File: src/rtl/multi_sample_ctrl.sv
// ============================================================================
// Module   : multi_sample_ctrl
// Brief    : Divider-paced, mask-sequenced ADC trigger controller with burst
//            mode. Optional external burst trigger: SAMPLE_CTRL_EXT_TRIG_EN.
// Revision : 1.0  initial release
// ============================================================================
`default_nettype none

module multi_sample_ctrl #(
    parameter int CH_NUM  = 4,
    parameter int DIV_W   = 32,
    parameter int BURST_W = 16
) (
    input  logic                                      Clk,
    input  logic                                      Rst,
    input  logic                                      m_wr,
    input  logic [7:0]                                m_addr,
    input  logic [15:0]                               m_wrdata,
`ifdef SAMPLE_CTRL_EXT_TRIG_EN
    input  logic                                      Ext_Trig,
`endif
    output logic                                      ADC_En,
    output logic [((CH_NUM > 1) ? $clog2(CH_NUM) : 1)-1:0] ADC_Ch,
    output logic                                      Busy,
    output logic                                      Burst_Done
);

    localparam int               CH_W     = (CH_NUM > 1) ? $clog2(CH_NUM) : 1;
    localparam logic [DIV_W-1:0] DIV_RST  = DIV_W'(49999);
    localparam logic [7:0]       A_DIV_LO = 8'd1;
    localparam logic [7:0]       A_DIV_HI = 8'd2;
    localparam logic [7:0]       A_CTRL   = 8'd3;
    localparam logic [7:0]       A_MASK   = 8'd4;
    localparam logic [7:0]       A_BLEN   = 8'd5;
    localparam logic [7:0]       A_START  = 8'd6;

    logic [DIV_W-1:0]   div_q, div_d, cnt_q, cnt_d;
    logic               run_q, run_d, mode_q, mode_d;
    logic [CH_NUM-1:0]  mask_q, mask_d;
    logic [BURST_W-1:0] blen_q, blen_d, rem_q, rem_d;
    logic [CH_W-1:0]    ptr_q, ptr_d, ch_q, ch_d;
    logic               en_q, en_d, busy_q, busy_d, done_q, done_d;

    logic w_active, w_trig, w_start_req, w_start_ok, w_abort, w_last;

    function automatic logic [CH_W-1:0] lowest_bit(input logic [CH_NUM-1:0] m);
        logic [CH_W-1:0] r;
        r = '0;
        for (int i = CH_NUM - 1; i >= 0; i--) begin
            if (m[i]) r = CH_W'(i);
        end
        return r;
    endfunction

    // Smallest set bit strictly above p, wrapping to the lowest set bit.
    function automatic logic [CH_W-1:0] next_bit(input logic [CH_NUM-1:0] m,
                                                 input logic [CH_W-1:0]   p);
        logic [CH_W-1:0] r;
        r = lowest_bit(m);
        for (int i = CH_NUM - 1; i >= 0; i--) begin
            if (m[i] && (CH_W'(i) > p)) r = CH_W'(i);
        end
        return r;
    endfunction

`ifdef SAMPLE_CTRL_EXT_TRIG_EN
    logic ext_q;
    always_ff @(posedge Clk or posedge Rst) begin
        if (Rst) ext_q <= 1'b0;
        else     ext_q <= Ext_Trig;
    end
    assign w_start_req = (m_wr && (m_addr == A_START)) || (Ext_Trig && !ext_q);
`else
    assign w_start_req = m_wr && (m_addr == A_START);
`endif

    always_comb begin
        w_active   = run_q && (!mode_q || busy_q);
        w_trig     = w_active && (cnt_q >= div_q) && (mask_q != '0);
        w_start_ok = w_start_req && run_q && mode_q && !busy_q;
        w_abort    = busy_q && m_wr && (m_addr == A_CTRL) && !(m_wrdata[0] && m_wrdata[1]);
        w_last     = w_trig && busy_q && (rem_q == BURST_W'(1));

        div_d  = div_q;
        run_d  = run_q;
        mode_d = mode_q;
        mask_d = mask_q;
        blen_d = blen_q;
        if (m_wr) begin
            if (m_addr == A_DIV_LO) div_d[15:0] = m_wrdata;
            if (m_addr == A_DIV_HI) begin
                for (int i = 16; i < DIV_W; i++) div_d[i] = m_wrdata[i-16];
            end
            if (m_addr == A_CTRL) begin
                run_d  = m_wrdata[0];
                mode_d = m_wrdata[1];
            end
            if (m_addr == A_MASK) mask_d = m_wrdata[CH_NUM-1:0];
            if (m_addr == A_BLEN) blen_d = m_wrdata[BURST_W-1:0];
        end

        if (!w_active || (cnt_q >= div_q) || w_start_ok) cnt_d = '0;
        else                                               cnt_d = cnt_q + DIV_W'(1);

        ptr_d = ptr_q;
        if (w_trig) ptr_d = next_bit(mask_q, ptr_q);
        if (m_wr && (m_addr == A_MASK)) ptr_d = lowest_bit(m_wrdata[CH_NUM-1:0]);
        if (w_start_ok) ptr_d = lowest_bit(mask_q);

        en_d = w_trig;
        ch_d = w_trig ? ptr_q : ch_q;

        busy_d = busy_q;
        if (w_start_ok && (blen_q != '0)) busy_d = 1'b1;
        if (w_last || w_abort)            busy_d = 1'b0;

        rem_d = rem_q;
        if (w_start_ok)          rem_d = blen_q;
        else if (w_trig && busy_q) rem_d = rem_q - BURST_W'(1);

        // Zero-length burst completes immediately without raising Busy.
        done_d = w_last || (w_start_ok && (blen_q == '0));
    end

    always_ff @(posedge Clk or posedge Rst) begin
        if (Rst) begin
            div_q  <= DIV_RST;
            cnt_q  <= '0;
            run_q  <= 1'b1;
            mode_q <= 1'b0;
            mask_q <= CH_NUM'(1);
            blen_q <= BURST_W'(1);
            rem_q  <= '0;
            ptr_q  <= '0;
            ch_q   <= '0;
            en_q   <= 1'b0;
            busy_q <= 1'b0;
            done_q <= 1'b0;
        end else begin
            div_q  <= div_d;
            cnt_q  <= cnt_d;
            run_q  <= run_d;
            mode_q <= mode_d;
            mask_q <= mask_d;
            blen_q <= blen_d;
            rem_q  <= rem_d;
            ptr_q  <= ptr_d;
            ch_q   <= ch_d;
            en_q   <= en_d;
            busy_q <= busy_d;
            done_q <= done_d;
        end
    end

    assign ADC_En     = en_q;
    assign ADC_Ch     = ch_q;
    assign Busy       = busy_q;
    assign Burst_Done = done_q;

endmodule

`default_nettype wire

File: config.mk
export PLATFORM = sky130hd
export DESIGN_NAME = multi_sample_ctrl
export DESIGN_NICKNAME = d
export VERILOG_FILES = /design/src/rtl/multi_sample_ctrl.sv
export SDC_FILE = /design/constraint.sdc
export NUM_CORES = 1
export LEC_CHECK = 0
export CAP_MARGIN = 20
export CORE_MARGIN = 5
export CORE_UTILIZATION = 45
export CTS_CLUSTER_DIAMETER = 200
export DETAILED_ROUTE_END_ITERATION = 8
export DONT_BUFFER_PORTS = 1
export SETUP_SLACK_MARGIN = 0.5
export SYNTH_ARGS = -nofsm -noshare
export SYNTH_HDL_FRONTEND = slang
export SYNTH_SLANG_ARGS = --single-unit
File: constraint.sdc
create_clock -name Clk -period 3.11 [get_ports Clk]
set_input_delay 0.1555 -clock Clk [delete_from_list [all_inputs] [get_ports Clk]]
set_output_delay 0.1555 -clock Clk [all_outputs]
set_load 0.02 [all_outputs]
==> flow_metrics.env, run 1 <==
export IMPL_status="completed"
export IMPL_synth_seq_cells=109
export IMPL_grt_use_total_pct=19.2
export IMPL_vias_per_cell=5.49
export IMPL_synth_seq_area_share_pct=47.5
export IMPL_ant_nets=0
export IMPL_powerDensity_mw_per_mm2=459
export IMPL_fin_cells=824
export IMPL_swShare_pct=28.0
export IMPL_timing_hold_ws_ns=0.00488
export IMPL_wl_per_cell_um=17.5
export IMPL_worstReg2RegStart="div_q[15]$_DFFE_PP1P_"
export IMPL_crit_chain="inv_2 -> ha_4 -> nand4_1 -> or4_1 -> o32a_1 -> a21oi_4 -> nor2_2 -> or4b_1 -> a31oi_1"
export IMPL_tightest_slew_ns=0.806
export IMPL_clk_pin_slew_ns=0.08
export IMPL_grt_first_pass_wirelength_mm=22.5
export IMPL_critical_path_top_delay_family="simple AND/OR/NAND/NOR gates"
export IMPL_nets=708
export IMPL_synth_area_per_cell_um2=9.55
export IMPL_path_class="flop to flop"
export IMPL_clock_fmax_ghz=0.353
export IMPL_fin_skew_ns=0.0110
export IMPL_cp_num_buf_inv=1
export IMPL_whs_path_depth=2
export IMPL_p_int_uw=2350
export IMPL_routabilityCongestion=0.789
export IMPL_grt_overflow=0
export IMPL_fin_crit_sh_pct=91.0
export IMPL_antenna_found_initial=1
export IMPL_hold_path_class="input pin to flop"
export IMPL_synth_async_reset_ratio_pct=100
export IMPL_final_hold_viol_count=0
export IMPL_synthCells=605
export IMPL_required_ns=3.40
export IMPL_r2r_slack_ns=0.28
export IMPL_routed_wl_mm=14.4
export IMPL_rsz0062_at_grt="yes"
export IMPL_min_to="mask_q[2]$_DFFE_PP0P_"
export IMPL_cts_inserted_buffers=9
export IMPL_rr_endpoint="rem_q[15]$_DFFE_PP0P_"
export IMPL_ys_warn_count=0
export IMPL_portBuffers=0
export IMPL_power_uw=3260
export IMPL_dp_cells=771
export IMPL_ys_types=49
export IMPL_r2r_cells=9
export IMPL_worst_setup_path_end_kind="flop"
export IMPL_finalSetupViolations=0
export IMPL_die_y_um=123
export IMPL_period_needed_ns=2.83
export IMPL_grt_max_degree=56
export IMPL_switching_power_uw=914
export IMPL_combinationalPowerShare_pct=16.0
export IMPL_place_hpwl_mm=9.57
export IMPL_cp_max_fo=3
export IMPL_grt_pass1_vias=4385
export IMPL_htree_levels=3
export IMPL_clock_sinks=109
export IMPL_drv_slew=0
export IMPL_seqPwrFrac_pct=48.5
export IMPL_cts_tree="built"
export IMPL_cpPeakStageDelay_ns=0.53
export IMPL_final_layout_size_suffix_gt1_share_pct=22.1
export IMPL_core_region_area_mm2=0.0126
export IMPL_maxSlewHeadroom_pct=46.2
export IMPL_worst_ep_arrival_time_ns=3.12
export IMPL_setup_tns_ns=0
export IMPL_dr_pass1_iters=5
export IMPL_power_frac_clock_pct=35.5
export IMPL_die_width_um=123
export IMPL_syn_nets=667
export IMPL_die_area_mm2=0.0152
export IMPL_maxCapViolations=0
export IMPL_synth_flop_cell="dfrtp_1"
export IMPL_crit_path_start_kind="flop"
export IMPL_fin_ws_ns=0.280
export IMPL_fp_row_count=41
export IMPL_max_clock_path_buffers=2
export IMPL_synth_area_mm2=0.00578
export IMPL_worst_hold_startpoint="m_wrdata[2]"
export IMPL_synth_edff_count=0
export IMPL_drc=0
export IMPL_start_util_pct=45.8
export IMPL_cp_slowest_cell="dfstp_2"
export IMPL_drt_iter0_drc=322
export IMPL_ir_worst_vdd_uv=275
export IMPL_area_growth_syn_to_layout_pct=23.2
export IMPL_num_vias=4527
export IMPL_cts_root_buf="clkbuf_16"
export IMPL_p_leak_uw=0.00309
export IMPL_clkLatencyLatePin_ns=0.36
export IMPL_boundaryPins=32
export IMPL_pre_cts_ws_ns=0.160
==> kinds of logic (layout without fill, tap and decap cells) <==
group | Yosys count | in the layout | share of synthesized area [%]
muxes | 30 | 30 | 5.67
buffers and inverters | 66 | 112 | 4.46
AOI/OAI and AO/OA | 105 | 105 | 11.0
adders and majority gates | 35 | 35 | 7.58
other | 0 | 1 | 0
and+or+nand+nor | 225 | 225 | 18.5
xor gates and xnor gates | 35 | 35 | 5.31
DFF | 109 | 109 | 47.5
==> cells in the mapped netlist, types with 2 or more instances <==
master	instances	area share (%)
o211ai_1	4	0.52
o21ai_0	51	4.4
a221oi_1	2	0.30
a311oi_1	2	0.30
xnor2_1	14	2.1
xor2_1	21	3.2
a31oi_1	2	0.22
o21a_1	3	0.39
dfstp_2	12	5.5
clkbuf_1	14	0.91
nand4_1	17	1.8
dfrtp_1	97	42
nand2_1	67	4.4
mux2i_1	8	1.4
a21oi_1	24	2.1
nand2b_1	9	0.97
nor3b_1	2	0.26
nor4_1	13	1.4
mux2_2	22	4.3
nor2b_1	4	0.43
or4_1	4	0.52
nand3_1	18	1.6
nor3_1	11	0.95
ha_1	35	7.6
a221o_1	5	0.87
inv_1	46	3.0
buf_2	5	0.43
nor2_1	59	3.8
and3_1	10	1.1
o22ai_1	2	0.22
or3_1	4	0.43
==> power by group through the flow <==
| stage | clock, uW | combinational, uW | sequential, uW |
|---|---|---|---|
| final | 1160 | 522 | 1580 |
| after global routing | 1230 | 576 | 1600 |
| after CTS | 1170 | 350 | 1580 |
| after detailed placement | 0 | 317 | 1610 |
| after global placement | 0 | 304 | 1610 |
| after floorplan | 0 | 229 | 1590 |
==> layout make-up <==
class                   count  area [um^2]
clock inverters             5         43.8
repair buffers             50          528
multi-input cells         430         3160
inverters                  46          176
diodes                      1         2.50
clock buffers              11          253
flip-flops and latches    109         2740
well taps                 172          215
fillers                  1125         5500
==> sequential cells by signal, indices dropped and copies added (netlist names) <==
register,count
rem_q,16
div_q,32
mask_q,4
cnt_q,32
blen_q,16
run_q,1
ADC_En,1
Busy,1
Burst_Done,1
ADC_Ch,2
mode_q,1
ptr_q,2
==> cell usage in the layout (no fill, tap or decap), drive strengths merged, types with 18 or more instances in the layout <==
cell and n:
dfrtp 97, nand2 67, nor2 60, o21ai 51
inv 46, ha 35, buf 31, a21oi 25
mux2 22, xor2 21, nand3 18
==> layer usage <==
layer | track usage (%) | wire length [um] | vias up
met5 | 0 | 0 | -
li1 | - | - | 2185
met1 | 25.2 | 6270 | 2251
met4 | 6.02 | 218 | 0
met2 | 32.1 | 7300 | 77
met3 | 3.71 | 613 | 14
==> through the flow <==
| step | util [%] | instance area (um^2) |
|---|---|---|
| after global routing | 56.4 | 7120 |
| final | 56.4 | 7120 |
| after floorplan | - | 5810 |
| after detailed placement | 48.2 | 6080 |
| after global placement | 48.2 | 6080 |
| after CTS | 52.9 | 6680 |
==> worst max-delay path by stage <==
| stage | to | cells after the start | slack, ns | from |
|---|---|---|---|---|
| global placement | ADC_Ch[0]$_DFFE_PP0P_ | 8 | 0.22 | div_q[14]$_DFFE_PP1P_ |
| detailed placement | ADC_Ch[1]$_DFFE_PP0P_ | 8 | 0.16 | div_q[14]$_DFFE_PP1P_ |
| CTS | rem_q[15]$_DFFE_PP0P_ | 9 | 0.22 | div_q[15]$_DFFE_PP1P_ |
| floorplan | rem_q[15]$_DFFE_PP0P_ | 9 | 0.35 | div_q[14]$_DFFE_PP1P_ |
| global route | rem_q[15]$_DFFE_PP0P_ | 9 | 0.23 | div_q[15]$_DFFE_PP1P_ |
| finish | rem_q[15]$_DFFE_PP0P_ | 9 | 0.28 | div_q[15]$_DFFE_PP1P_ |
==> worst reg2reg max path: stages (launching register included) <==
cell,delay (ns)
dfstp_2,0.53
inv_2,0.05
ha_4,0.25
nand4_1,0.13
or4_1,0.49
o32a_1,0.38
a21oi_4,0.20
nor2_2,0.06
or4b_1,0.50
a31oi_1,0.16
==> timing repair <==
item,CTS,global route
hold buffers,17,0
resized for setup,12,86
endpoints found under the setup margin,54,54
cloned,0,3
setup buffers,13,3
pin swaps,11,52
hold endpoints to repair,82,0
No activity file was read; power rests on OpenSTA's default activity.
==> inputs of run 2 (changes only) <==
==> constraint.sdc (replaced) <==
create_clock -name Clk -period 3.25 [get_ports Clk]
set_input_delay 0.1625 -clock Clk [delete_from_list [all_inputs] [get_ports Clk]]
set_output_delay 0.1625 -clock Clk [all_outputs]
set_load 0.02 [all_outputs]
==> flow_metrics.env, run 2 (synthesized netlist as in run 1, its figures left out) <==
export IMPL_status="completed"
export IMPL_ir_worst_vdd_uv=274
export IMPL_finish_utilization_pct=54.4
export IMPL_wl_per_cell_um=16.9
export IMPL_maxCapViolations=0
export IMPL_cp_slowest_cell="dfstp_2"
export IMPL_routed_wl_mm=13.9
export IMPL_maxSlewHeadroom_pct=42.7
export IMPL_final_layout_size_suffix_gt1_share_pct=16.6
export IMPL_die_y_um=123
export IMPL_worst_ep_arrival_time_ns=3.14
export IMPL_drc=0
export IMPL_dr_pass1_iters=5
export IMPL_clock_fmax_ghz=0.349
export IMPL_core_region_area_mm2=0.0126
export IMPL_finalSetupViolations=0
export IMPL_power_uw=3040
export IMPL_cp_max_fo=3
export IMPL_final_common_cell="dfrtp_1"
export IMPL_p_leak_uw=0.00312
export IMPL_clock_sinks=109
export IMPL_ant_nets=0
export IMPL_layout_common_cells="dfrtp_1 (97), nand2_1 (67), nor2_1 (57)"
export IMPL_die_width_um=123
export IMPL_path_class="flop to flop"
export IMPL_cts_tree="built"
export IMPL_clk_pin_slew_ns=0.08
export IMPL_crit_chain="inv_2 -> ha_4 -> nand4_1 -> or4_1 -> o32a_1 -> a21oi_4 -> nor2_4 -> or4b_1 -> a31oi_1"
export IMPL_clkLatencyLatePin_ns=0.36
export IMPL_fin_cells=822
export IMPL_portBuffers=0
export IMPL_period_needed_ns=2.86
export IMPL_area_growth_syn_to_layout_pct=18.7
export IMPL_num_vias=4492
export IMPL_die_area_mm2=0.0152
export IMPL_grt_first_pass_wirelength_mm=22.3
export IMPL_final_hold_viol_count=0
export IMPL_powerDensity_mw_per_mm2=443
export IMPL_tightest_slew_ns=0.858
export IMPL_antenna_found_initial=1
export IMPL_grt_use_total_pct=19.0
export IMPL_max_clock_path_buffers=2
export IMPL_fillCellCount=1156
export IMPL_fin_crit_sh_pct=88.1
export IMPL_dp_cells=769
export IMPL_boundaryPins=32
export IMPL_required_ns=3.52
export IMPL_rsz0062_at_grt="yes"
export IMPL_htree_levels=3
export IMPL_cts_root_buf="clkbuf_16"
export IMPL_crit_path_start_kind="flop"
export IMPL_drv_slew=0
export IMPL_worst_setup_path_end_kind="flop"
export IMPL_grt_pass1_vias=4340
export IMPL_vias_per_cell=5.46
export IMPL_start_util_pct=45.8
export IMPL_hold_path_class="input pin to flop"
export IMPL_drt_iter0_drc=254
export IMPL_fp_row_count=41
export IMPL_routabilityCongestion=0.832
export IMPL_grt_max_degree=44
export IMPL_cts_inserted_buffers=9
export IMPL_place_hpwl_mm=9.65
export IMPL_top_regs="cnt_q: 32 flops, div_q: 32 flops"
export IMPL_cpPeakStageDelay_ns=0.53
export IMPL_setup_tns_ns=0
export IMPL_nets=706
export IMPL_fin_skew_ns=0.0110
export IMPL_grt_overflow=0
## run 2: path summary, 6_finish.rpt
check | startpoint | end | slack (ns) | depth (start not counted)
worst min register to register | div_q[3]$_DFFE_PP1P_ | div_q[3]$_DFFE_PP1P_ | 0.50 | 2
worst max register to register | div_q[9]$_DFFE_PP1P_ | rem_q[15]$_DFFE_PP0P_ | 0.39 | 9
max in group asynchronous | Rst | run_q$_DFFE_PP1P_ | 1.89 | 3
min in group asynchronous | Rst | blen_q[13]$_DFFE_PP0P_ | 0.44 | 2
worst min-delay path | m_wrdata[2] | blen_q[2]$_DFFE_PP0P_ | 0.03 | 2
worst max-delay path | div_q[9]$_DFFE_PP1P_ | rem_q[15]$_DFFE_PP0P_ | 0.39 | 9
## run 2: routing by layer
| metal | track usage [%] | wire [um] |
|---|---|---|
| met1 | 25.1 | 6430 |
| met2 | 30.4 | 6660 |
| met3 | 4.25 | 509 |
| met4 | 7.40 | 278 |
| met5 | 0 | 0 |
## run 2: what timing repair did
action                                  CTS  global route
endpoints found under the setup margin   47            52
hold buffers                             17             0
gates resized for setup                  22            16
endpoints found under the hold margin    82             0
buffers inserted                         11             5
gates cloned                              1             2
pin swaps                                16            15
## run 2: power breakdown
part	switching, uW	internal (uW)
clock	537	616
combinational	198	168
sequential	73.7	1440
total	809	2230
## run 2: per-stage QoR
| stage | hold WS [ns] | setup WS, ns | instance area, um^2 |
|---|---|---|---|
| global route | 0.0603 | 0.278 | 6860 |
| floorplan | 0.272 | 0.470 | 5790 |
| finish | 0.0345 | 0.386 | 6860 |
| CTS | 0.0182 | 0.314 | 6700 |
| global placement | 0.226 | 0.235 | 6030 |
| detailed placement | 0.232 | 0.149 | 6030 |
## run 2: layout make-up
class | count | area, um^2 | share of cell area (%)
Multi-Input combinational cell | 431 | 2960 | 43.1
Sequential cell | 109 | 2740 | 40.0
Timing Repair Buffer | 47 | 453 | 6.60
Clock buffer | 9 | 225 | 3.28
Tap cell | 172 | 215 | 3.14
Inverter | 46 | 176 | 2.57
Clock inverter | 7 | 86.3 | 1.26
Antenna cell | 1 | 2.50 | 0.0365
## run 2: critical path, delay by kind of cell (launching register included)
kind | cells | cell delay [ns]
adders and majority gates | 1 | 0.25
AOI/OAI and AO/OA | 3 | 0.75
DFF | 1 | 0.53
and+or+nand+nor | 4 | 1.19
buffers and inverters | 1 | 0.05
